<file path="config.mk">
export PLATFORM = sky130hd
export DESIGN_NAME = aes_enc_ctrl
export DESIGN_NICKNAME = d
export VERILOG_FILES = /design/src/rtl/aes_enc_ctrl.sv
export SDC_FILE = /design/constraint.sdc
export NUM_CORES = 1
export LEC_CHECK = 0
export ABC_CLOCK_PERIOD_IN_PS = 11700
export CORE_AREA = 2 2 253 255
export DETAILED_ROUTE_END_ITERATION = 6
export DIE_AREA = 0 0 255 257
export DONT_BUFFER_PORTS = 1
export SYNTH_ARGS = -nofsm -noshare
export SYNTH_HDL_FRONTEND = slang
export SYNTH_SLANG_ARGS = --single-unit
</file>
<file path="constraint.sdc">
create_clock -name clk -period 11.7 [get_ports clk]
set_input_delay 3.51 -clock clk [delete_from_list [all_inputs] [get_ports clk]]
set_output_delay 3.51 -clock clk [all_outputs]
set_load 0.05 [all_outputs]
</file>
<file path="src/rtl/aes_enc_ctrl.sv">
// Iterative AES encryption round controller: one round per clock through an
// external SubBytes/ShiftRows stage, the shared mixColumns block and AddRoundKey.
module aes_enc_ctrl #(
    parameter int NR = 10
) (
    input  logic         clk,
    input  logic         rst,
    input  logic         in_valid,
    output logic         in_ready,
    input  logic [127:0] in_data,
    output logic [3:0]   rk_idx,
    input  logic [127:0] rk,
    output logic [127:0] sr_in,
    input  logic [127:0] sr_out,
    output logic         out_valid,
    input  logic         out_ready,
    output logic [127:0] out_data,
    output logic         busy
);
    localparam int         DATA_W   = 128;
    localparam logic [3:0] LAST_RND = 4'(NR);

    typedef enum logic [1:0] {IDLE, ROUND, DONE} fsm_t;

    fsm_t              fsm;
    logic [DATA_W-1:0] st;
    logic [3:0]        rnd;
    logic [DATA_W-1:0] mc_out;

    mixColumns u_mix (
        .state_in  (sr_out),
        .state_out (mc_out)
    );

    assign sr_in    = st;
    assign rk_idx   = (fsm == ROUND) ? rnd : 4'd0;
    assign out_data = out_valid ? st : '0;

    always_ff @(posedge clk or posedge rst) begin
        if (rst) begin
            fsm       <= IDLE;
            st        <= '0;
            rnd       <= '0;
            in_ready  <= 1'b1;
            out_valid <= 1'b0;
            busy      <= 1'b0;
        end else begin
            case (fsm)
                IDLE: begin
                    if (in_valid) begin
                        st       <= in_data ^ rk;
                        rnd      <= 4'd1;
                        fsm      <= ROUND;
                        in_ready <= 1'b0;
                        busy     <= 1'b1;
                    end
                end
                ROUND: begin
                    // The last round skips MixColumns and hands the state to DONE.
                    if (rnd < LAST_RND) begin
                        st  <= mc_out ^ rk;
                        rnd <= rnd + 4'd1;
                    end else begin
                        st        <= sr_out ^ rk;
                        fsm       <= DONE;
                        out_valid <= 1'b1;
                    end
                end
                DONE: begin
                    // in_ready only rises after the handoff edge, so no accept overlaps it.
                    if (out_ready) begin
                        fsm       <= IDLE;
                        rnd       <= '0;
                        out_valid <= 1'b0;
                        busy      <= 1'b0;
                        in_ready  <= 1'b1;
                    end
                end
                default: begin
                    fsm       <= IDLE;
                    rnd       <= '0;
                    out_valid <= 1'b0;
                    busy      <= 1'b0;
                    in_ready  <= 1'b1;
                end
            endcase
        end
    end
endmodule

// AES MixColumns over a column-major 128-bit state (bit 127 = row 0, column 0).
module mixColumns (
    input  logic [127:0] state_in,
    output logic [127:0] state_out
);
    function automatic logic [7:0] xt(input logic [7:0] b);
        return {b[6:0], 1'b0} ^ (b[7] ? 8'h1b : 8'h00);
    endfunction

    for (genvar c = 0; c < 4; c++) begin : g_col
        logic [7:0] a0, a1, a2, a3;
        assign a0 = state_in[127-32*c -: 8];
        assign a1 = state_in[119-32*c -: 8];
        assign a2 = state_in[111-32*c -: 8];
        assign a3 = state_in[103-32*c -: 8];
        assign state_out[127-32*c -: 8] = xt(a0) ^ xt(a1) ^ a1 ^ a2 ^ a3;
        assign state_out[119-32*c -: 8] = a0 ^ xt(a1) ^ xt(a2) ^ a2 ^ a3;
        assign state_out[111-32*c -: 8] = a0 ^ a1 ^ xt(a2) ^ xt(a3) ^ a3;
        assign state_out[103-32*c -: 8] = xt(a0) ^ a0 ^ a1 ^ a2 ^ xt(a3);
    end
endmodule

</file>
==> impl_metrics.ini, run 1 <==
[floorplan]
die_y_um = 257
coreArea_um2 = 62700
die_area_um2 = 65500
initial_utilization = 0.233
dieWidth_um = 255
boundaryPins = 651
std_cell_rows = 92

[critical_path]
slowest_stage = nor2_1
path_max_fanout = 68
worstSetupPathType = reg2out
max_stage_delay_ns = 0.94
cp-end-kind = primary output
crit_arrival_ns = 2.76
cp.required_ns = 8.19
worstSetupStartpointType = register
worstPathCellList = nand2b_4, nor2_1

[place]
dpl_worst_slack_ns = 5.94
placed_area_um2 = 15200
portBuffers = 0
hpwl_um = 44700
gp_congestion = 0.896

[yosys]
syn_area_per_cell_um2 = 9.68
ys_seq_elements = 137
ys.flop_type = dfrtp_1
synth_edf_count = 0
syn_area_um2 = 14600
seq_area_frac_synth = 0.235
syn_nets = 1900
synth_cell_types = 44
synthArstFlopShare = 1.00
syn_inst = 1511
synth_warnings = 0

[route]
firstDrtPassIters = 7
drt-total-wl_um = 57200
routedWlPerCell_um = 25.2
drt_iter0_drc = 1093
antenna_left = 0
avgViaCountPerCell = 4.99
vias = 11300
drc = 0

[global_route]
antenna_found_initial = 3
grt_pass1_wl_um = 80100
grt_pass1_vias = 11100
grt_overflow_total = 0
grt_max_degree = 87
globalRouteTotalUtil = 0.169

[power_and_ir_drop]
p_leak_nw = 6.65
max-vdd-ir-drop_uv = 142
power_per_cell_area_nw_per_um2 = 351

[finish]
seq_area_um2 = 3430
nFillCells = 6687
drive_above_1_share = 0.0647
multi_input_area_um2 = 10600
final_util = 0.251
fin_nets = 1797
area_growth_pct = 7.86
fin_area_um2 = 15800

[status]
status = complete, no violations

[sta]
slew_headroom = 0.302
fin_tns_setup_ns = 0
drv_slew = 0
finClkSkew_ns = 0.00853
worst_slack_ns = 5.43
period_share = 0.536
worst_pin_slew_ns = 1.05
setup_viol = 0
final.min_clock_period_ns = 6.27
rsz0062_at_grt = false
fmax_mhz = 159
hold_viol_final = 0

[cts]
cts_hold_buf = 0
tritoncts = yes
cts_resized = 0
clkTransAtPathRegs_ns = 0.07
cts_buffers = 17
clock_latency_ns = 0.48
cts_max_level = 4
post_cts.repair.setup_buffers = 0
cts.sink_count = 137
cts-root-buf = clkbuf_16
cts.path.max_buffers = 2

[run]
cap_viol_max_count = 0

[worst_hold_path]
hp-class = reg2reg
cell families after synthesis:
kind of cell | synth area share
AND/OR/NAND/NOR | 0.173
XOR/XNOR | 0.423
AO/OA/AOI/OAI | 0.124
buffers and inverters | 0.0432
flip-flops | 0.235
multiplexers | 0.00145
adder cells (fa/ha/maj) | 0.000856
cell usage in the layout (no fill, tap or decap), types with 5 or more instances in the layout:
cell	synthesis	layout
and3b_1	6	6
xnor3_1	135	135
o21ai_1	44	44
a22oi_1	6	6
nor2_1	8	8
xor3_1	27	27
a21oi_1	5	5
o211ai_2	20	20
o21ai_0	93	93
buf_4	12	11
xor2_2	13	13
o211ai_1	101	101
clkbuf_16	0	17
nand3_1	123	123
and2_1	132	132
dfrtp_1	136	135
nand2_1	255	255
xnor2_1	162	162
xor2_1	81	81
Yosys cell counts (6+ instances only):
master / n / area share
xor3_1: 27 / 0.044
nand3_1: 123 / 0.042
o21ai_1: 44 / 0.015
nor2_1: 8 / 0.0021
xnor2_1: 162 / 0.097
xor2_1: 81 / 0.049
and2_1: 132 / 0.056
buf_4: 12 / 0.0062
xnor3_1: 135 / 0.21
buf_2: 41 / 0.014
clkbuf_1: 64 / 0.016
o21ai_0: 93 / 0.032
xor2_2: 13 / 0.014
nand2_1: 255 / 0.065
buf_1: 12 / 0.0031
dfrtp_1: 136 / 0.23
a22oi_1: 6 / 0.0031
o211ai_1: 101 / 0.052
o211ai_2: 20 / 0.017
and3b_1: 6 / 0.0036
worst max-delay path, delay by kind of cell (launching register included):
family,cells,cell delay (ns)
DFF,1,0.60
and+or+nand+nor,2,1.56
sequential cells by signal, summed over array words and instances, names as in the netlist:
signal,count
busy,1
fsm,2
in_ready,1
out_valid,1
rnd,4
sr_in,128
area by class of cell:
type / count / share of cell area
diodes: 4 / 0.000635
clock buffers: 19 / 0.0281
clock inverters: 13 / 0.00762
inverters: 5 / 0.00151
multi-input cells: 1236 / 0.672
flip-flops and latches: 137 / 0.218
well taps: 846 / 0.0671
repair buffers: 11 / 0.00524
metrics by stage:
stage / hold WS (ns) / instances / total power, mW
after CTS: 0.667 / 2267 / 5.57
after global routing: 0.694 / 2268 / 5.84
after detailed placement: 0.638 / 2235 / 5.00
after global placement: 0.616 / 2235 / 4.95
after floorplan: 0.499 / 1511 / 4.35
final: 0.665 / 2271 / 5.53
routing by layer:
layer / wire length [µm] / global-route usage / vias to the layer above
met5: 0 / 0 / -
met4: 2080 / 0.0723 / 0
met3: 5540 / 0.0572 / 86
met2: 26200 / 0.263 / 670
met1: 23400 / 0.214 / 5636
li1: - / - / 4939
power breakdown:
group          internal, mW  total, mW  switching [mW]
clock                 0.299      0.557           0.257
combinational         0.969       3.10            2.13
sequential            0.722       1.88            1.16
path summary, 6_finish.rpt:
check | slack, ns | start | end | depth (start not counted)
min in group asynchronous | 3.07 | rst | sr_in[93]$_DFFE_PP0P_ | 1
max in group asynchronous | 7.30 | rst | sr_in[43]$_DFFE_PP0P_ | 2
hold / removal | 0.67 | rnd[0]$_DFFE_PP0P_ | rnd[0]$_DFFE_PP0P_ | 1
setup / recovery | 5.43 | fsm[1]$_DFFE_PP0P_ | rk_idx[1] | 2
setup reg to reg | 7.64 | fsm[0]$_DFFE_PP0P_ | sr_in[88]$_DFFE_PP0P_ | 8
hold reg to reg | 0.67 | rnd[0]$_DFFE_PP0P_ | rnd[0]$_DFFE_PP0P_ | 1
(Power assumes the default switching activity.)
==> run 2: changes to the inputs <==
ABC_CLOCK_PERIOD_IN_PS = 5300   (was 11700)
clock period = 5.3 ns   (was 11.7 ns; I/O delays follow)
==> run 2 against run 1 <==
Against the previous run:
- sequential power is 120% higher
- utilization is 0.19 points higher
- clock skew is 0.0067 ns higher
- worst setup slack worse by 4.0 ns
- largest cell class unchanged
- total power is 120% higher
- register-to-register slack worse by 5.2 ns
==> impl_metrics.ini, run 2 (synthesis gave the netlist of run 1 again) <==
[global_route]
use_met1 = 0.209
grt_pass1_wl_um = 79900
use_met2 = 0.264
antenna_found_initial = 1
grt_max_degree = 139
use_met3 = 0.0582
busiest_layer = met2
globalRouteTotalUtil = 0.168
grt_pass1_vias = 11200
grt_overflow_total = 0

[floorplan]
dieWidth_um = 255
coreArea_um2 = 62700
initial_utilization = 0.233
die_y_um = 257
std_cell_rows = 92
die_area_um2 = 65500
boundaryPins = 651

[critical_path]
r2r_slack_ns = 2.45
r2r_start = rnd[2]$_DFFE_PP0P_
crit_buf_inv = 0
path_delay_family = flip-flops
worstSetupPathType = reg2out
cp.required_ns = 3.71
cp-end-kind = primary output
slowest_stage = dfrtp_4
worstSetupStartpointType = register
crit_arrival_ns = 2.30
r2r_cells = 6
path_max_fanout = 129
timing.rr.end = sr_in[40]$_DFFE_PP0P_
worstPathCellList = and2_1
max_stage_delay_ns = 1.09

[worst_hold_path]
hp-start = rnd[0]$_DFFE_PP0P_
whs_endpoint = rnd[0]$_DFFE_PP0P_
hp-class = reg2reg
hold_depth = 1

[sta]
setup_viol = 0
hold_viol_final = 0
slew_headroom = 0.239
final.min_clock_period_ns = 3.89
drv_slew = 0
worst_pin_slew_ns = 1.14
finClkSkew_ns = 0.0153
fin_tns_setup_ns = 0
fmax_mhz = 257
period_share = 0.734
hold_slack_ns = 0.591
rsz0062_at_grt = false

[route]
drt_iter0_drc = 1057
drc = 0
routedWlPerCell_um = 24.9
firstDrtPassIters = 6
vias = 11200
antenna_left = 0
drt-total-wl_um = 56600
avgViaCountPerCell = 4.94

[cts]
post_cts.repair.setup_buffers = 0
tritoncts = yes
clock_latency_ns = 0.48
cts.path.max_buffers = 2
cts_max_level = 4
clkTransAtPathRegs_ns = 0.06
cts_resized = 0
cts_buffers = 17
cts.sink_count = 137
cts-root-buf = clkbuf_16
cts_hold_buf = 0

[finish]
multi_input_area_um2 = 10600
area_growth_pct = 8.68
seq_area_um2 = 3430
drive_above_1_share = 0.0674
mostFrequentLayoutCell = nand2_1
final_cell_mix = nand2_1, xnor2_1, xnor3_1, dfrtp_1, and2_1
antenna_cells = 0
fin_nets = 1800
largest_register_ffs = 128
final_util = 0.253
nFillCells = 6694
instances_no_fill = 2270

[place]
placedCellCount = 2238
gp_congestion = 0.916
hpwl_um = 43700
portBuffers = 0

[status]
status = complete, no violations

[run]
cap_viol_max_count = 0

[power_and_ir_drop]
p_leak_nw = 6.69
max-vdd-ir-drop_uv = 384
power_per_cell_area_nw_per_um2 = 779
-- run 2: cell type report --
| type | count | area share |
|---|---|---|
| Clock inverter | 13 | 0.0106 |
| Sequential cell | 137 | 0.216 |
| Inverter | 5 | 0.00150 |
| Timing Repair Buffer | 14 | 0.00976 |
| Clock buffer | 19 | 0.0285 |
| Multi-Input combinational cell | 1236 | 0.667 |
| Tap cell | 846 | 0.0666 |
-- run 2: report_power, final --
part	switching, mW	internal (mW)	leakage, nW
Clock	0.582	0.768	0.289
Combinational	4.66	2.18	4.78
Sequential	2.59	1.59	1.63
-- run 2: metrics by stage --
step | cell area, µm² | setup WS [ns] | power (mW)
after global placement | 15300 | 2.01 | 11.0
after detailed placement | 15300 | 1.94 | 11.1
after global routing | 15900 | 1.25 | 13.0
after floorplan | 14600 | 0.0438 | 9.61
after CTS | 15900 | 1.38 | 12.5
final | 15900 | 1.41 | 12.4
-- run 2: layer usage --
layer / routed length, µm / vias to the layer above
li1: - / 4945
met3: 5550 / 80
met1: 23000 / 5561
met4: 1770 / 2
met2: 26200 / 622
met5: 13 / -
-- run 2: worst max-delay path by stage --
stage | start | end | cells after the start
after floorplan | rst | busy$_DFFE_PP0P_ | 1
after global placement | out_valid$_DFFE_PP0P_ | out_data[124] | 1
after detailed placement | out_valid$_DFFE_PP0P_ | out_data[2] | 1
after CTS | out_valid$_DFFE_PP0P_ | out_data[2] | 1
after global routing | out_valid$_DFFE_PP0P_ | out_data[1] | 1
final | out_valid$_DFFE_PP0P_ | out_data[2] | 1
